[src/rtl/en_burst_pkg.sv]
// Shared types and constants for the enable burst generator.
package en_burst_pkg;

    // Default width of period, burst length and pulse counter.
    localparam int CNT_W = 8;

    // Burst generator control states.
    typedef enum logic [1:0] {
        IDLE = 2'd0,
        RUN  = 2'd1,
        FIN  = 2'd2
    } state_t;

endpackage

[src/rtl/reload_cnt.sv]
// W-bit down-counter with synchronous load, reload-on-zero and a zero flag.
// Used as the inter-pulse divider of the burst generator.
module reload_cnt
    import en_burst_pkg::*;
#(
    parameter int W = CNT_W
) (
    input  logic         clk,
    input  logic         rst_n,
    input  logic         load,
    input  logic [W-1:0] load_val,
    input  logic         run,
    input  logic [W-1:0] reload_val,
    output logic [W-1:0] cnt,
    output logic         zero
);

    // Load has priority; while running, count down and reload when zero is reached.
    always_ff @(posedge clk or negedge rst_n) begin
        if (!rst_n) begin
            cnt <= '0;
        end else if (load) begin
            cnt <= load_val;
        end else if (run) begin
            if (cnt == '0) begin
                cnt <= reload_val;
            end else begin
                cnt <= cnt - 1'b1;
            end
        end
    end

    // Zero flag marks the cycle in which a pulse is due.
    assign zero = (cnt == '0);

endmodule

[src/rtl/en_burst_gen.sv]
// Enable burst generator: on an accepted start, issues burst_len single-cycle
// en pulses spaced (period+1) cycles apart, then strobes done for one cycle.
//
// Request protocol: start is a level request sampled only in IDLE (no ready
// is returned; busy rising on the next edge is the acceptance). stop is an
// abort request sampled only in RUN and FIN and wins over a pulse due in the
// same cycle. Neither input is sampled in any other state.
module en_burst_gen
    import en_burst_pkg::*;
#(
    parameter int W = CNT_W
) (
    input  logic         clk,
    input  logic         rst_n,
    input  logic         start,
    input  logic         stop,
    input  logic [W-1:0] period,
    input  logic [W-1:0] burst_len,
    output logic         en,
    output logic         busy,
    output logic         done,
    output logic [W-1:0] pulse_cnt
);

    state_t       state;
    logic [W-1:0] period_r;
    logic [W-1:0] len_r;
    logic [W-1:0] div;
    logic         div_zero;
    logic         div_load;
    logic         div_run;
    logic [W-1:0] next_cnt;

    // Divider is loaded with the raw period on acceptance and only runs in RUN;
    // an abort freezes it so the suppressed pulse leaves no trace.
    assign div_load = (state == IDLE) && start;
    assign div_run  = (state == RUN) && !stop;
    assign next_cnt = pulse_cnt + 1'b1;

    reload_cnt #(.W(W)) u_div (
        .clk        (clk),
        .rst_n      (rst_n),
        .load       (div_load),
        .load_val   (period),
        .run        (div_run),
        .reload_val (period_r),
        .cnt        (div),
        .zero       (div_zero)
    );

    // Control FSM with registered en/busy/done and pulse counter.
    always_ff @(posedge clk or negedge rst_n) begin
        if (!rst_n) begin
            state     <= IDLE;
            en        <= 1'b0;
            busy      <= 1'b0;
            done      <= 1'b0;
            pulse_cnt <= '0;
            period_r  <= '0;
            len_r     <= '0;
        end else begin
            case (state)
                IDLE: begin
                    en   <= 1'b0;
                    done <= 1'b0;
                    if (start) begin
                        period_r  <= period;
                        len_r     <= burst_len;
                        pulse_cnt <= '0;
                        busy      <= 1'b1;
                        state     <= (burst_len == '0) ? FIN : RUN;
                    end
                end
                RUN: begin
                    if (stop) begin
                        en    <= 1'b0;
                        busy  <= 1'b0;
                        state <= IDLE;
                    end else if (div_zero) begin
                        en        <= 1'b1;
                        pulse_cnt <= next_cnt;
                        if (next_cnt == len_r) begin
                            state <= FIN;
                        end
                    end else begin
                        en <= 1'b0;
                    end
                end
                FIN: begin
                    en    <= 1'b0;
                    busy  <= 1'b0;
                    done  <= !stop;
                    state <= IDLE;
                end
                default: begin
                    en    <= 1'b0;
                    busy  <= 1'b0;
                    done  <= 1'b0;
                    state <= IDLE;
                end
            endcase
        end
    end

    // Protocol properties of the generator's own outputs.
    a_en_busy: assert property (@(posedge clk) disable iff (!rst_n) en |-> busy);
    c_en_busy: cover property (@(posedge clk) disable iff (!rst_n) en && busy);

    a_done_idle: assert property (@(posedge clk) disable iff (!rst_n) done |-> (!busy && !en));
    c_done_idle: cover property (@(posedge clk) disable iff (!rst_n) done && !busy && !en);

    a_done_once: assert property (@(posedge clk) disable iff (!rst_n) done |=> !done);
    c_done_once: cover property (@(posedge clk) disable iff (!rst_n) done ##1 !done);

    a_idle_no_en: assert property (@(posedge clk) disable iff (!rst_n) !busy |-> !en);
    c_idle_no_en: cover property (@(posedge clk) disable iff (!rst_n) !busy && !en);

    a_cnt_bound: assert property (@(posedge clk) disable iff (!rst_n) pulse_cnt <= len_r);
    c_cnt_bound: cover property (@(posedge clk) disable iff (!rst_n) (len_r != '0) && (pulse_cnt == len_r));

    a_no_x: assert property (@(posedge clk) disable iff (!rst_n) !$isunknown({en, busy, done, pulse_cnt}));
    c_no_x: cover property (@(posedge clk) disable iff (!rst_n) !$isunknown({en, busy, done, pulse_cnt}));

    a_div_range: assert property (@(posedge clk) disable iff (!rst_n) (state == RUN) |-> (div <= period_r));
    c_div_range: cover property (@(posedge clk) disable iff (!rst_n) (state == RUN) && (div == period_r) && (div != '0));

    a_reset_quiet: assert property (@(posedge clk) (!rst_n) |=> (!busy && !en && !done));
    c_reset_quiet: cover property (@(posedge clk) (!rst_n) ##1 (!busy && !en && !done));

endmodule

[config.mk]
export PLATFORM = sky130hd
export DESIGN_NAME = en_burst_gen
export DESIGN_NICKNAME = d
export VERILOG_FILES = /design/src/rtl/en_burst_pkg.sv /design/src/rtl/reload_cnt.sv /design/src/rtl/en_burst_gen.sv
export SDC_FILE = /design/constraint.sdc
export NUM_CORES = 1
export LEC_CHECK = 0
export BUFFER_PORTS_ARGS = -buffer_cell sky130_fd_sc_hd__buf_2
export CAP_MARGIN = 20
export CORE_AREA = 2 2 111 59
export CTS_CLUSTER_SIZE = 12
export DETAILED_ROUTE_END_ITERATION = 7
export DIE_AREA = 0 0 113 61
export MAX_ROUTING_LAYER = met4
export PLACE_DENSITY = 0.56
export SLEW_MARGIN = 30
export SYNTH_ARGS = -nofsm -noshare
export SYNTH_HDL_FRONTEND = slang
export SYNTH_SLANG_ARGS = --single-unit
[constraint.sdc]
create_clock -name clk -period 5.2 [get_ports clk]
set_input_delay 0.26 -clock clk [delete_from_list [all_inputs] [get_ports clk]]
set_output_delay 0.26 -clock clk [all_outputs]
set_load 0.005 [all_outputs]
== Yosys cells after proc, flatten, opt, wreduce, memory -nomap -nowiden ==
Cells that the tools add are included.
Storage, ports and cells
  bits in registers: 37
  bits of input ports: 20
  output and inout bits: 11
  word-level logic and storage cells: 51
Operators by class
  $add $sub $neg: 2
  equal/unequal tests: 9
  muxes and demuxes: 20
  reduce and logical (&&, ||, !) cells: 12
Operators by type and width (count)
  8-bit two-way mux: 6
  8-bit zero test: 2
  8-bit case mux with 2 select lines: 1
  2-bit two-way mux: 5
  8-bit by 1-bit adder with 8-bit output, second input constant: 1
  8-bit equality test: 1
  2-bit inequality test, second input constant: 4
  8-bit by 1-bit subtractor with 8-bit output, second input constant: 1
  1-bit two-way mux: 5
  1-bit case mux with 2 select lines: 2
  2-bit case mux with 2 select lines: 1
  2-bit AND reduction: 2
  4-bit AND reduction: 1
  2-bit nonzero test: 2
  3-bit by 2-bit inequality test with 1-bit output, second input constant: 1
  3-bit inequality test, second input constant: 1
  3-bit AND reduction: 1
  2-bit by 1-bit equality test with 1-bit output, second input constant: 1
  2-bit equality test, second input constant: 1
  1-bit logical AND: 2
  2-bit zero test: 1
  1-bit zero test: 1

== Depth between registers and ports, before layout ==
  word-level depth: 6
  mapped depth: 8
  mapped depth without buffers: 7

== Modules after synthesis ==
From an unflattened synthesis, not the netlist that was laid out.
Second synthesis, totals
  cells, all modules: 205
  area total of the unflattened synthesis: 2062.0 sq um
By module, submodules not included
  en_burst_gen: instances 1, cells each 134, area each 1460.2 sq um, seq. area each 725.7 sq um
  reload_cnt: instances 1, cells each 71, area each 601.8 sq um, seq. area each 200.2 sq um

== Least setup slack after synthesis ==
OpenSTA, ideal clock, no wires.
  path kind: register -> register
  start point: register u_div.cnt[0]
  end point: register state[1]
  library setup time: 0.065 ns
  arrival: 1.865 ns
  required time: 5.135 ns
  setup slack: 3.270 ns
  stages on the path, launching flop included: 8
  path buffers: 0
  clock period less this slack: 1.930 ns
  cell sequence: dfrtp_1 inv_1 ha_1 nor4b_4 nand2_2 or4_1 nor4_2 a2bb2o_1
Between the ends
  longest elaborated chain between the ends: 3
Ends and longest elaborated chain
  from (decl): RTL line reload_cnt.sv:14  | output logic [W-1:0] cnt,
  from (signal assigned): RTL line reload_cnt.sv:23  | cnt <= load_val;
  from (signal assigned): RTL line reload_cnt.sv:26  | cnt <= reload_val;
  from (signal assigned): RTL line reload_cnt.sv:28  | cnt <= cnt - 1'b1;
  8-bit zero test: RTL line reload_cnt.sv:34  | assign zero = (cnt == '0);
  3-bit inequality test (no source line)
  3-bit AND reduction (no source line)
  to (signal assigned): RTL line en_burst_gen.sv:71  | state <= (burst_len == '0) ? FIN : RUN;
  to (decl): RTL line en_burst_gen.sv:25  | state_t state;
No other way between the ends.
A chain may end at the register's enable or synchronous reset.

== Worst setup path after layout ==
Ends and elaborated chain as after synthesis.

==> results.ini <==
[timing]
rsz0062_at_grt=no
setup_violations=0
hold_viol=0
skew_ns=0.00507
period_needed_ns=2.26
fin_crit_sh_pct=43.4
max_clock_freq_ghz=0.443
tns_ns=0
slew-limit-headroom_pct=49.3
maxSlewViolCount=0
tightest_slew_ns=0.755

[setup_path]
required_ns=5.42
cp_max_fo=15
critPathBufInv=1
critPathArrivalTime_ns=2.48
slowest_delay_ns=0.59
worstSetupPathType=flip-flop to flip-flop
crit_slowest_cell=or4_1
worstRegToRegCells=7
rrSetupSlack_ns=2.94
cp_cell_sequence=inv_1 -> ha_1 -> nor4b_4 -> nand2_2 -> or4_1 -> nor4_2 -> a2bb2o_1
cp.depth=7
cp-start-kind=flip-flop
cp_top_family=simple AND/OR/NAND/NOR gates
end_kind=flip-flop

[cts]
clkTransAtPathRegs_ns=0.05
cts_hold_buffers=0
cts_made_buffers=5
clock_latency_ns=0.28
h-tree-depth=2
postCtsSetupBuffers=0
cts_tree=done
cts_buffer_depth=2
numClockSinks=37
ctsResizeCount=0
cts-root-buf=clkbuf_16

[outcome]
violations=design-rule violations
status=complete, but fails checks

[floorplanning]
rows=20
die_y_um=61
ios=31
die_w_um=113
start_util_pct=34.5
dieArea_um2=6890
core_um2=5910

[global_routing]
overflow=0
first_global_vias=1591
grt_pass1_wl_um=8650
gr-usage-all-layers_pct=17.3
grt_antenna_before_repair=0
grt_max_degree=38

[routing]
first_pass_iters=7
viasPerCell=5.06
drt_wl_total_um=5240
antenna_left=0
avgRoutedWirePerCell_um=15.3
vias=1730
drc=3
drt_iter0_markers=159

[synthesis]
ys_warn_count=0
synth-edff-count=0
syn_avg_cell_area_um2=8.67
synth_area_um2=2040
ys_types=45
ys_async_sr_fraction_pct=100
syn_nets=258
synth_ff_type=dfrtp_1
syn_inst=235
ys_seq_area_share_pct=45.5
ys_seq_elements=37

[cells_and_area]
area_growth_pct=18.6
diodes=0
nets=289
drive_gt1_share_pct=16.6
nFillCells=600
finalNonFillerCells=342

[placement]
dpl.cell_count=334
portBuffers=30
gp_congestion=0.816
place.detailed.hpwl_um=3860

[hold_path]
holdCritPathClass=primary input to flip-flop
whs_path_depth=3

[power]
ir_drop_mv=0.170
p_leak_nw=1.11
power.density_nw_per_um2=361
power_w=0.000872

[job]
cap_violations=0

## per-layer routing
metal / GRT usage, % / vias up / share of wire [%] / routed length (um)
met5: - / - / 0 / 0
met4: 4.18 / 0 / 1.0 / 53
met3: 5.79 / 6 / 8.2 / 427
met2: 17.6 / 59 / 32 / 1670
met1: 28.9 / 793 / 59 / 3090
li1: - / 872 / - / -
## area by class of cell
cell class | instances | area, um2 | share of cell area (%)
repair buffers | 33 | 188 | 7.77
well taps | 77 | 96.3 | 3.99
flip-flops and latches | 37 | 926 | 38.3
clock inverters | 1 | 5.00 | 0.207
inverters | 5 | 18.8 | 0.777
clock buffers | 5 | 125 | 5.18
multi-input cells | 184 | 1060 | 43.8
## registers in the layout, indices dropped and copies added, names as in the netlist
register,flops
len_r,8
en,1
period_r,8
busy,1
state,2
u_div.cnt,8
pulse_cnt,8
done,1
## report_power, final
group | total [W] | switching, W | internal, W
logic | 0.000198 | 0.000106 | 0.0000915
clock network | 0.000284 | 0.000113 | 0.000171
registers | 0.000391 | 0.0000550 | 0.000336
## placed cells by master (no fill, tap or decap), drive strengths merged, types with 2 or more instances in the layout
master  count
a211oi      3
a21oi       6
nor2b       2
xor2        4
a22o        8
buf        32
o32a        2
or3b        2
nor2       21
nor4        3
nor3        8
inv         5
nand3       3
o221ai      2
clkbuf      5
nand2b      4
dfrtp      37
o21ai      15
xnor2      10
o21a        4
nand2      64
ha          3
or3         2
## path summary, 6_finish.rpt
| check | end | start |
|---|---|---|
| setup / recovery | state[1] | u_div.cnt[0] |
| hold / removal | len_r[5] | burst_len[5] |
| setup reg to reg | state[1] | u_div.cnt[0] |
| hold reg to reg | period_r[6] | period_r[6] |
| max in group asynchronous | len_r[2] | rst_n |
| min in group asynchronous | pulse_cnt[1] | rst_n |
## logic make-up (layout without fill, tap and decap cells)
group / after synthesis / count (layout) / share of synthesized area (%)
AND/OR/NAND/NOR: 115 / 115 / 25.9
AO/OA/AOI/OAI: 51 / 51 / 17.6
flip-flops: 37 / 37 / 45.5
XOR/XNOR: 14 / 14 / 6.02
buffers and inverters: 14 / 44 / 2.64
adder cells (fa/ha/maj): 3 / 3 / 1.84
multiplexers: 1 / 1 / 0.491
## synth_stat cells, types with 2 or more instances
| cell type | n | share of area (%) |
|---|---|---|
| a211oi_1 | 3 | 1.1 |
| a21oi_1 | 6 | 1.5 |
| a22o_1 | 8 | 3.4 |
| buf_1 | 2 | 0.37 |
| clkbuf_1 | 6 | 1.1 |
| dfrtp_1 | 37 | 45 |
| ha_1 | 3 | 1.8 |
| inv_1 | 5 | 0.92 |
| nand2_1 | 63 | 12 |
| nand2b_1 | 4 | 1.2 |
| nand3_1 | 3 | 0.74 |
| nor2_1 | 21 | 3.9 |
| nor2b_1 | 2 | 0.61 |
| nor3_1 | 8 | 2.0 |
| nor4_1 | 2 | 0.61 |
| o21a_1 | 4 | 1.5 |
| o21ai_0 | 14 | 3.4 |
| o221ai_1 | 2 | 0.86 |
| o32a_1 | 2 | 0.98 |
| or3_1 | 2 | 0.61 |
| or3b_2 | 2 | 0.86 |
| xnor2_1 | 10 | 4.3 |
| xor2_1 | 4 | 1.7 |
## through the flow
stage	utilization, %	hold WS, ns	setup slack, ns	instance area, um2
floorplan	-	-0.0356	3.27	2040
global placement	38.2	0.425	3.04	2260
detailed placement	38.2	0.421	2.97	2260
CTS	40.4	0.118	2.95	2390
global route	40.9	0.208	2.79	2420
finish	40.9	0.190	2.94	2420
## tightest hold or removal path, stage by stage
cell and delay (ns):
buf_2 0.09, nand2_1 0.04, nand2_1 0.05
No activity file was read; power rests on OpenSTA's default activity.
